## config.mk

```make
export PLATFORM = sky130hd
export DESIGN_NAME = tl_async_a_queue_source
export DESIGN_NICKNAME = d
export VERILOG_FILES = /design/src/rtl/tl_async_a_queue_source.sv
export SDC_FILE = /design/constraint.sdc
export NUM_CORES = 1
export LEC_CHECK = 0
export ABC_AREA = 1
export CAP_MARGIN = 20
export CORE_MARGIN = 2
export CORE_UTILIZATION = 35
export DETAILED_ROUTE_END_ITERATION = 6
export PLACE_DENSITY = 0.78
export REMOVE_ABC_BUFFERS = 1
export SKIP_CTS_REPAIR_TIMING = 1
export SLEW_MARGIN = 20
export SYNTH_ARGS = -nofsm -noshare
export SYNTH_HDL_FRONTEND = slang
export SYNTH_SLANG_ARGS = --single-unit
```

## constraint.sdc

```tcl
create_clock -name clock -period 3.1 [get_ports clock]
set_input_delay 0.31 -clock clock [delete_from_list [all_inputs] [get_ports clock]]
set_output_delay 0.31 -clock clock [all_outputs]
set_load 0.005 [all_outputs]
```

## src/rtl/tl_async_a_queue_source.sv

```systemverilog
// Write side of the TileLink A-channel async crossing: register memory, Gray write index, handshake sync.
// Define TL_ASYNC_SRC_MEM_RESET_EN to give the memory entries a reset to zero.
module tl_async_a_queue_source #(
  parameter int LOG2_DEPTH  = 0,
  parameter int SYNC_STAGES = 3,
  localparam int DEPTH = 1 << LOG2_DEPTH,
  localparam int IW    = LOG2_DEPTH + 1
) (
  input  logic                clock,
  input  logic                reset_n,
  input  logic                enq_valid,
  output logic                enq_ready,
  input  logic [2:0]          enq_bits_opcode,
  input  logic [8:0]          enq_bits_address,
  input  logic [31:0]         enq_bits_data,
  output logic [3*DEPTH-1:0]  async_mem_opcode,
  output logic [9*DEPTH-1:0]  async_mem_address,
  output logic [32*DEPTH-1:0] async_mem_data,
  output logic [IW-1:0]       async_widx,
  input  logic [IW-1:0]       async_ridx,
  output logic                async_safe_widx_valid,
  input  logic                async_safe_ridx_valid,
  output logic                async_safe_source_reset_n,
  input  logic                async_safe_sink_reset_n
);

  localparam int AW = (LOG2_DEPTH == 0) ? 1 : LOG2_DEPTH;
  localparam logic [IW-1:0] FullMask = IW'(DEPTH | (DEPTH >> 1));

  logic [IW-1:0]          ridxSync [SYNC_STAGES];
  logic [SYNC_STAGES-1:0] ridxValidSync;
  logic [SYNC_STAGES-1:0] sinkRstNSync;
  logic [IW-1:0]          ridxS;
  logic                   ridxValidS;
  logic                   sinkRstNS;
  logic                   sinkReady;
  logic                   full;
  logic                   fire;
  logic [IW-1:0]          widxBin;
  logic [IW-1:0]          nextBin;
  logic [IW-1:0]          widxGray;
  logic                   widxValid;
  logic                   sinkArmed;
  logic [AW-1:0]          wrAddr;
  logic [2:0]             memOpcode  [DEPTH];
  logic [8:0]             memAddress [DEPTH];
  logic [31:0]            memData    [DEPTH];

  always_ff @(posedge clock or negedge reset_n) begin
    if (!reset_n) begin
      for (int k = 0; k < SYNC_STAGES; k++) ridxSync[k] <= '0;
      ridxValidSync <= '0;
      sinkRstNSync  <= '0;
    end else begin
      ridxSync[0] <= async_ridx;
      for (int k = 1; k < SYNC_STAGES; k++) ridxSync[k] <= ridxSync[k-1];
      ridxValidSync <= {ridxValidSync[SYNC_STAGES-2:0], async_safe_ridx_valid};
      sinkRstNSync  <= {sinkRstNSync[SYNC_STAGES-2:0], async_safe_sink_reset_n};
    end
  end

  assign ridxS      = ridxSync[SYNC_STAGES-1];
  assign ridxValidS = ridxValidSync[SYNC_STAGES-1];
  assign sinkRstNS  = sinkRstNSync[SYNC_STAGES-1];
  assign sinkReady  = ridxValidS & sinkRstNS;
  assign full       = (widxGray == (ridxS ^ FullMask));
  assign enq_ready  = sinkReady & ~full;
  assign fire       = enq_valid & enq_ready;
  assign nextBin    = widxBin + IW'(1);

  generate
    if (LOG2_DEPTH == 0) begin : gSingle
      assign wrAddr = '0;
    end else begin : gMulti
      assign wrAddr = widxBin[AW-1:0];
    end
  endgenerate

  // The sink-reset synchroniser is still low for a few clocks after our own reset, so
  // widxValid only drops for a sink reset once the sink has been seen alive.
  always_ff @(posedge clock or negedge reset_n) begin
    if (!reset_n) begin
      widxBin   <= '0;
      widxGray  <= '0;
      widxValid <= 1'b0;
      sinkArmed <= 1'b0;
    end else begin
      sinkArmed <= sinkArmed | sinkRstNS;
      widxValid <= ~(sinkArmed & ~sinkRstNS);
      if (!sinkRstNS) begin
        widxBin  <= '0;
        widxGray <= '0;
      end else if (fire) begin
        widxBin  <= nextBin;
        widxGray <= nextBin ^ (nextBin >> 1);
      end
    end
  end

  genvar i;
  generate
    for (i = 0; i < DEPTH; i++) begin : gMem
`ifdef TL_ASYNC_SRC_MEM_RESET_EN
      always_ff @(posedge clock or negedge reset_n) begin
        if (!reset_n) begin
          memOpcode[i]  <= '0;
          memAddress[i] <= '0;
          memData[i]    <= '0;
        end else if (!sinkRstNS) begin
          memOpcode[i]  <= '0;
          memAddress[i] <= '0;
          memData[i]    <= '0;
        end else if (fire && wrAddr == AW'(i)) begin
          memOpcode[i]  <= enq_bits_opcode;
          memAddress[i] <= enq_bits_address;
          memData[i]    <= enq_bits_data;
        end
      end
`else
      always_ff @(posedge clock) begin
        if (fire && wrAddr == AW'(i)) begin
          memOpcode[i]  <= enq_bits_opcode;
          memAddress[i] <= enq_bits_address;
          memData[i]    <= enq_bits_data;
        end
      end
`endif
      assign async_mem_opcode[3*i +: 3]   = memOpcode[i];
      assign async_mem_address[9*i +: 9]  = memAddress[i];
      assign async_mem_data[32*i +: 32]   = memData[i];
    end
  endgenerate

  assign async_widx                = widxGray;
  assign async_safe_widx_valid     = widxValid;
  assign async_safe_source_reset_n = reset_n;

endmodule

```

==> results of run 1 <==
-- sequential cells by signal, summed over array words and instances, names as in the netlist --
name	cells
sinkRstNSync	3
async_widx	1
ridxS	1
memData	32
sinkArmed	1
async_safe_widx_valid	1
memOpcode	3
ridxSync	2
ridxValidSync	3
memAddress	9
-- cells in the mapped netlist --
library cell / n
nand2_2: 1
nand2_1: 4
nor2_1: 3
inv_2: 1
edfxtp_1: 44
nor3b_2: 1
nand4_1: 1
a31oi_1: 1
inv_1: 2
or2_1: 1
dfrtp_1: 12
buf_4: 1
-- final cells by class --
class / count / area [µm²]
Sequential cell: 56 / 1622
Multi-Input combinational cell: 12 / 70.07
Tap cell: 67 / 83.83
Timing Repair Buffer: 98 / 978.4
Inverter: 3 / 11.26
Fill cell: 345 / 1836
Clock buffer: 8 / 122.6
-- worst max path at each step --
stage | cells after the start | from | endpoint
after CTS | 2 | reset_n | async_safe_source_reset_n
final | 2 | reset_n | async_safe_source_reset_n
after detailed placement | 2 | reset_n | async_safe_source_reset_n
after global routing | 2 | reset_n | async_safe_source_reset_n
after global placement | 2 | reset_n | async_safe_source_reset_n
after floorplan | 3 | async_widx$_DFFE_PN0P_ | memAddress[0][0]$_DFFE_PP_
-- metrics by stage --
stage | power (mW) | cells
6_report | 1.413 | 244
3_3_place_gp | 0.9544 | 236
3_5_place_dp | 0.9595 | 236
2_1_floorplan | 0.8647 | 71
4_1_cts | 1.431 | 244
5_1_grt | 1.466 | 244
-- logic make-up after synthesis --
family	share of synthesized area [%]
DFF	95.15
buffers and inverters	1.101
AOI/OAI and AO/OA	0.3673
and+or+nand+nor	3.378
-- report_power, final --
group / switching [mW] / internal [mW] / total, mW
sequential: 0.00588 / 0.831 / 0.837
combinational: 0.0278 / 0.0763 / 0.104
clock: 0.214 / 0.258 / 0.472
-- layer usage --
metal | vias to the layer above | part of all wire [%] | GRT usage, %
met5 | - | 0 | 0
met4 | 0 | 0.23 | 4.646
met1 | 481 | 36 | 12.95
li1 | 468 | - | -
met2 | 47 | 56 | 22.42
met3 | 2 | 7.4 | 6.036
==> impl_metrics.ini, run 1 <==
[run_status]
outcome = completed

[sta]
fmax_ghz = 0.4901
drv_slew = 0
fin_crit_sh_pct = 65.82
setup_violations = 0
tightest_slew_ps = 563.9
fin_tns_setup_ps = 0
min_period_ps = 2040
rsz0062_at_grt = false
skew_ps = 7.409
relSlewSlack_pct = 62.41
whs_ps = 356.9
hold_viol_final = 0
worst_slack_ps = 1060

[worst_setup_path]
worstSetupPathType = input pin to primary output
reg2reg_from = async_widx$_DFFE_PN0P_
crit_path_cell_trace = clkdlybuf4s50_1 -> clkdlybuf4s50_1
worstSetupStartpointType = input pin
slowest_delay_ps = 820
crit_path_end_kind = primary output
reg2reg_to = memData[0][16]$_DFFE_PP_
cp_top_family = buffers and inverters
worstPathRequired_ps = 2790
worstPathMaxFanout = 13
slowest_stage = clkdlybuf4s50_1
reg2reg_depth = 4
r2r_setup_slack_ps = 1440
path_buf_inv = 2
arrival_ps = 1730
crit_top_cell = clkdlybuf4s50_1

[clock_tree]
insertion_delay_ps = 300
tritoncts = yes
cts_buffer_depth = 2
cts_buffers = 5
clk_pin_slew_ps = 90
root_buffer = clkbuf_8
cts.sinks = 56
htree_levels = 2

[yosys]
seq_area_frac_synth_pct = 95.15
synth-seq-cells = 56
synth_warnings = 0
yosys.area.top_type = edfxtp_1
syn_area_um2 = 1704
synth_area_leaders = edfxtp_1 (78%), dfrtp_1 (18%), nand2_1 (0.88%), nor3b_2 (0.73%), nor2_1 (0.66%)
synth_area_per_cell_um2 = 23.67
netlist_instances = 72
synth_top_area_share_pct = 77.53
ys_types = 12

[power_and_ir_drop]
p_leak_nw = 1.029
irDropWorstVdd_mv = 0.2951
power_density_nw_per_um2 = 489.4

[finish]
diodes = 0
nNetsFinal = 226
layout_common_cells = clkdlybuf4s50_1 (97), edfxtp_1 (44), dfrtp_1 (12)
design_area_um2 = 2888
layout_commonest_cell = clkdlybuf4s50_1
post-route-util_pct = 61.14
areaGrowthSynthToFinish_pct = 69.46
drive_above_1_share_pct = 6.215

[detailed_routing]
drc = 0
wirelength_um = 3406
dr_total_vias = 998
drt_iter0_drc = 35
postRouteAntennaNets = 0
wire_per_inst_um = 13.96
dr.pass1.iters = 4
viasPerCell = 4.090

[placed_design]
port_buffers = 97
dpl_cell_area_um2 = 2765
dpl_worst_slack_ps = 1044
post-dp-hpwl_um = 2564
place_congestion = 0.7241

[floorplan]
core_area_um2 = 4723
initial_core_util_pct = 36.08
rows = 25
dieArea_um2 = 5443
io_pins = 98
die_x_um = 73.78
chipHeight_um = 73.78

[min_path]
hp-class = input pin to asynchronous set/reset pin

[grt]
grt_max_degree = 45
grt_pass1_wl_um = 4899
track_usage_pct = 12.69
grt_overflow = 0
grt_pass1_vias = 1045
antenna_found_initial = 0

[job]
max_cap_viol_count = 0
Power figures use the tool's default switching activity.
==> inputs of run 2 (changes only) <==
--- a/config.mk
+++ b/config.mk
@@ -8,9 +8,9 @@
 export ABC_AREA = 1
 export CAP_MARGIN = 20
 export CORE_MARGIN = 2
-export CORE_UTILIZATION = 35
+export CORE_UTILIZATION = 33
 export DETAILED_ROUTE_END_ITERATION = 6
-export PLACE_DENSITY = 0.78
+export PLACE_DENSITY = 0.77
 export REMOVE_ABC_BUFFERS = 1
 export SKIP_CTS_REPAIR_TIMING = 1
 export SLEW_MARGIN = 20
==> constraint.sdc (replaced) <==
create_clock -name clock -period 1.7 [get_ports clock]
set_input_delay 0.17 -clock clock [delete_from_list [all_inputs] [get_ports clock]]
set_output_delay 0.17 -clock clock [all_outputs]
set_load 0.005 [all_outputs]
==> impl_metrics.ini, run 2 (synthesized netlist as in run 1, its figures left out) <==
[placed_design]
place_congestion = 0.7349
post-dp-hpwl_um = 2591
port_buffers = 97
dpl_cell_area_um2 = 2796

[worst_setup_path]
slowest_stage = clkdlybuf4s50_1
reg2reg_from = async_widx$_DFFE_PN0P_
path_buf_inv = 2
crit_path_end_kind = primary output
worstSetupPathType = register to primary output
worstPathRequired_ps = 1530
arrival_ps = 1330
crit_path_cell_trace = buf_4 -> clkdlybuf4s50_1
cp_top_family = buffers and inverters
worstSetupStartpointType = register
slowest_delay_ps = 500
startpoint = async_widx$_DFFE_PN0P_
worstPathMaxFanout = 4

[finish]
largest_register_ffs = 32
largest-register = memData
layout_commonest_cell = clkdlybuf4s50_1
diodes = 0
top_regs = memData x32, memAddress x9
layout_common_cells = clkdlybuf4s50_1 (96), edfxtp_1 (44), dfrtp_1 (12)
design_area_um2 = 2897
nNetsFinal = 230
areaGrowthSynthToFinish_pct = 69.97
drive_above_1_share_pct = 7.735

[grt]
antenna_found_initial = 0
grt_pass1_wl_um = 4567
grt_pass1_vias = 1006
grt_overflow = 0
grt_max_degree = 39
track_usage_pct = 11.38

[floorplan]
rows = 26
initial_core_util_pct = 33.80
dieArea_um2 = 5755
chipHeight_um = 75.86
core_area_um2 = 5042
io_pins = 98
die_x_um = 75.86

[power_and_ir_drop]
p_total_mw = 2.383
irDropWorstVdd_mv = 0.5717
p_leak_nw = 1.047
switching_share_pct = 18.00
p_comb_share_pct = 8.3
power_density_nw_per_um2 = 822.7
clkPwrFrac_pct = 27.7
p_seq_share_pct = 64.0
p_switching_mw = 0.4289
p_int_mw = 1.954

[detailed_routing]
postRouteAntennaNets = 0
dr_total_vias = 1023
viasPerCell = 4.076
drc = 0
wirelength_um = 3311
drt_iter0_drc = 23
dr.pass1.iters = 4
wire_per_inst_um = 13.19

[sta]
min_period_ps = 1501
skew_ps = 3.266
fmax_ghz = 0.6661
hold_viol_final = 0
setup_violations = 0
fin_crit_sh_pct = 88.31
drv_slew = 0
relSlewSlack_pct = 84.82
tightest_slew_ps = 227.5
rsz0062_at_grt = false

[clock_tree]
clk_pin_slew_ps = 80
cts_buffers = 5
cts_buffer_depth = 2
insertion_delay_ps = 300
htree_levels = 2
tritoncts = yes
root_buffer = clkbuf_8
cts.sinks = 56

[job]
max_cap_viol_count = 0

[min_path]
hp-class = input pin to asynchronous set/reset pin

[run_status]
outcome = completed
[run 2: path summary, 6_finish.rpt]
check                                                   to  depth (start not counted)  slack (ps)
setup / recovery                                async_widx                          2         200
hold / removal                   sinkRstNSync[2]$_DFF_PN0_                          2         200
hold reg to reg                 ridxValidSync[2]$_DFF_PN0_                          0         360
max in group asynchronous  async_safe_widx_valid$_DFF_PN0_                          2        1350
setup reg to reg                   memData[0][2]$_DFFE_PP_                          4         300
min in group clock               sinkRstNSync[0]$_DFF_PN0_                          1         300
[run 2: layout make-up]
class / instances / area, µm²
fill: 400 / 2146
timing repair buffer: 102 / 1023
sequential: 56 / 1622
inverter: 3 / 11.26
clock buffer: 8 / 80.08
multi-input combinational: 12 / 72.57
tap: 70 / 87.58
[run 2: power groups by stage]
stage	logic (mW)	registers, mW	clock network [mW]
6_report	0.199	1.52	0.659
5_1_grt	0.215	1.53	0.759
4_1_cts	0.199	1.53	0.699
3_5_place_dp	0.198	1.56	0
3_3_place_gp	0.193	1.55	0
2_1_floorplan	0.0171	1.56	0
[run 2: through the flow]
step | cells | util, % | setup WS [ps] | setup TNS, ps | hold slack (ps)
final | 251 | 57.44 | 198.7 | 0 | 201.3
after detailed placement | 241 | 55.46 | 145.1 | 0 | 337.8
after CTS | 249 | 57.05 | -7.408 | -7.408 | 189.6
after global placement | 241 | 55.46 | 194.1 | 0 | 333.4
after global routing | 251 | 57.44 | 145.3 | 0 | 193.6
after floorplan | 71 | - | -1045 | -45990 | -125.6
[run 2: per-layer routing]
layer | part of all wire, % | wire length (µm) | GRT usage, % | up-vias
met5 | 0 | 0 | 0 | -
met4 | 0.85 | 28 | 4.094 | 0
met3 | 17 | 579 | 8.598 | 3
met2 | 49 | 1632 | 17.43 | 67
met1 | 32 | 1070 | 12.02 | 475
li1 | - | - | - | 478
[run 2: worst reg2reg max path: stages (launching register included)]
cell,delay (ps)
dfrtp_1,420
nand2_1,90
nand2_2,80
nor3b_4,250
buf_12,250
==> inputs of run 3 (changes only) <==
--- a/config.mk
+++ b/config.mk
@@ -10,6 +10,7 @@
 export CORE_MARGIN = 2
 export CORE_UTILIZATION = 33
 export DETAILED_ROUTE_END_ITERATION = 6
+export MAX_ROUTING_LAYER = met4
 export PLACE_DENSITY = 0.77
 export REMOVE_ABC_BUFFERS = 1
 export SKIP_CTS_REPAIR_TIMING = 1
==> impl_metrics.ini, run 3 (synthesized netlist as in run 1, its figures left out) <==
[run_status]
outcome = completed

[clock_tree]
htree_levels = 2
cts_buffer_depth = 2
tritoncts = yes
cts.sinks = 56
cts_buffers = 5
root_buffer = clkbuf_8
insertion_delay_ps = 300
clk_pin_slew_ps = 80

[grt]
track_usage_pct = 11.73
antenna_found_initial = 0
grt_pass1_vias = 1010
grt_pass1_wl_um = 4554
grt_overflow = 0
grt_max_degree = 39

[worst_setup_path]
reg2reg_from = async_widx$_DFFE_PN0P_
worstPathRequired_ps = 1530
slowest_delay_ps = 500
crit_path_end_kind = primary output
worstPathMaxFanout = 4
startpoint = async_widx$_DFFE_PN0P_
worstSetupStartpointType = register
slowest_stage = clkdlybuf4s50_1
cp_top_family = buffers and inverters
worstSetupPathType = register to primary output
arrival_ps = 1330
path_buf_inv = 2
crit_path_cell_trace = buf_4 -> clkdlybuf4s50_1

[min_path]
hp-class = input pin to asynchronous set/reset pin

[placed_design]
place_congestion = 0.7439
post-dp-hpwl_um = 2591
port_buffers = 97
dp_cells = 241

[sta]
hold_viol_final = 0
tightest_slew_ps = 228.4
setup_violations = 0
fin_tns_setup_ps = 0
min_period_ps = 1502
fin_crit_sh_pct = 88.36
fmax_ghz = 0.6657
drv_slew = 0
relSlewSlack_pct = 84.76
rsz0062_at_grt = false
skew_ps = 3.334

[floorplan]
chipHeight_um = 75.86
die_x_um = 75.86
core_area_um2 = 5042
dieArea_um2 = 5755
io_pins = 98
initial_core_util_pct = 33.80
rows = 26

[detailed_routing]
wirelength_um = 3312
viasPerCell = 4.088
dr.pass1.iters = 4
drt_iter0_drc = 14
drc = 0
dr_total_vias = 1026
wire_per_inst_um = 13.20
postRouteAntennaNets = 0

[finish]
areaGrowthSynthToFinish_pct = 69.97
drive_above_1_share_pct = 7.735
stdcell_count = 251
largest-register = memData
top_regs = memData x32, memAddress x9
nNetsFinal = 230
diodes = 0
largest_register_ffs = 32
layout_commonest_cell = clkdlybuf4s50_1
layout_common_cells = clkdlybuf4s50_1 (96), edfxtp_1 (44), dfrtp_1 (12)
post-route-util_pct = 57.44

[job]
max_cap_viol_count = 0

[power_and_ir_drop]
p_leak_nw = 1.047
power_density_nw_per_um2 = 822.4
irDropWorstVdd_mv = 0.5693
run 3: cell counts in the layout (fill, tap and decap cells not counted):
Identical to the previous run, type by type.
run 3: path summary, 6_finish.rpt:
kind,end,slack (ps),depth (start not counted)
max in group asynchronous,async_safe_widx_valid$_DFF_PN0_,1350,2
min in group clock,sinkRstNSync[0]$_DFF_PN0_,300,1
max,async_widx,200,2
max reg2reg,memData[0][2]$_DFFE_PP_,300,4
min reg2reg,ridxValidSync[2]$_DFF_PN0_,360,0
min,ridxSync[1]$_DFF_PN0_,200,2
run 3: worst reg2reg max path: stages (launching register included):
cell	delay (ps)
dfrtp_1	420
nand2_1	90
nand2_2	80
nor3b_4	250
buf_12	250
run 3: area by class of cell:
cell class | count | area (µm²)
Tap cell | 70 | 87.58
Clock buffer | 8 | 80.08
Multi-Input combinational cell | 12 | 72.57
Sequential cell | 56 | 1622
Timing Repair Buffer | 102 | 1023
Fill cell | 400 | 2146
Inverter | 3 | 11.26
run 3: layer usage:
layer / routed length (µm) / vias up / GRT usage, %
li1: - / 478 / -
met1: 1136 / 478 / 12.80
met2: 1643 / 68 / 17.43
met3: 508 / 2 / 7.407
met4: 23 / 0 / 4.094
met5: 0 / - / -
run 3: where the power goes:
| part | switching [mW] | leakage [nW] | internal [mW] |
|---|---|---|---|
| combinational | 0.0532 | 0.468 | 0.146 |
| sequential | 0.00997 | 0.539 | 1.52 |
| clock | 0.365 | 0.0395 | 0.293 |
run 3: stage by stage:
step	instance area, µm²	power, mW	hold slack (ps)	setup slack (ps)
final	2897	2.382	200.7	197.9
after global routing	2897	2.502	193.6	145.3
after CTS	2877	2.424	189.6	-7.408
after detailed placement	2796	1.755	337.8	145.1
after global placement	2796	1.747	333.4	194.1
after floorplan	1697	1.577	-125.6	-1045
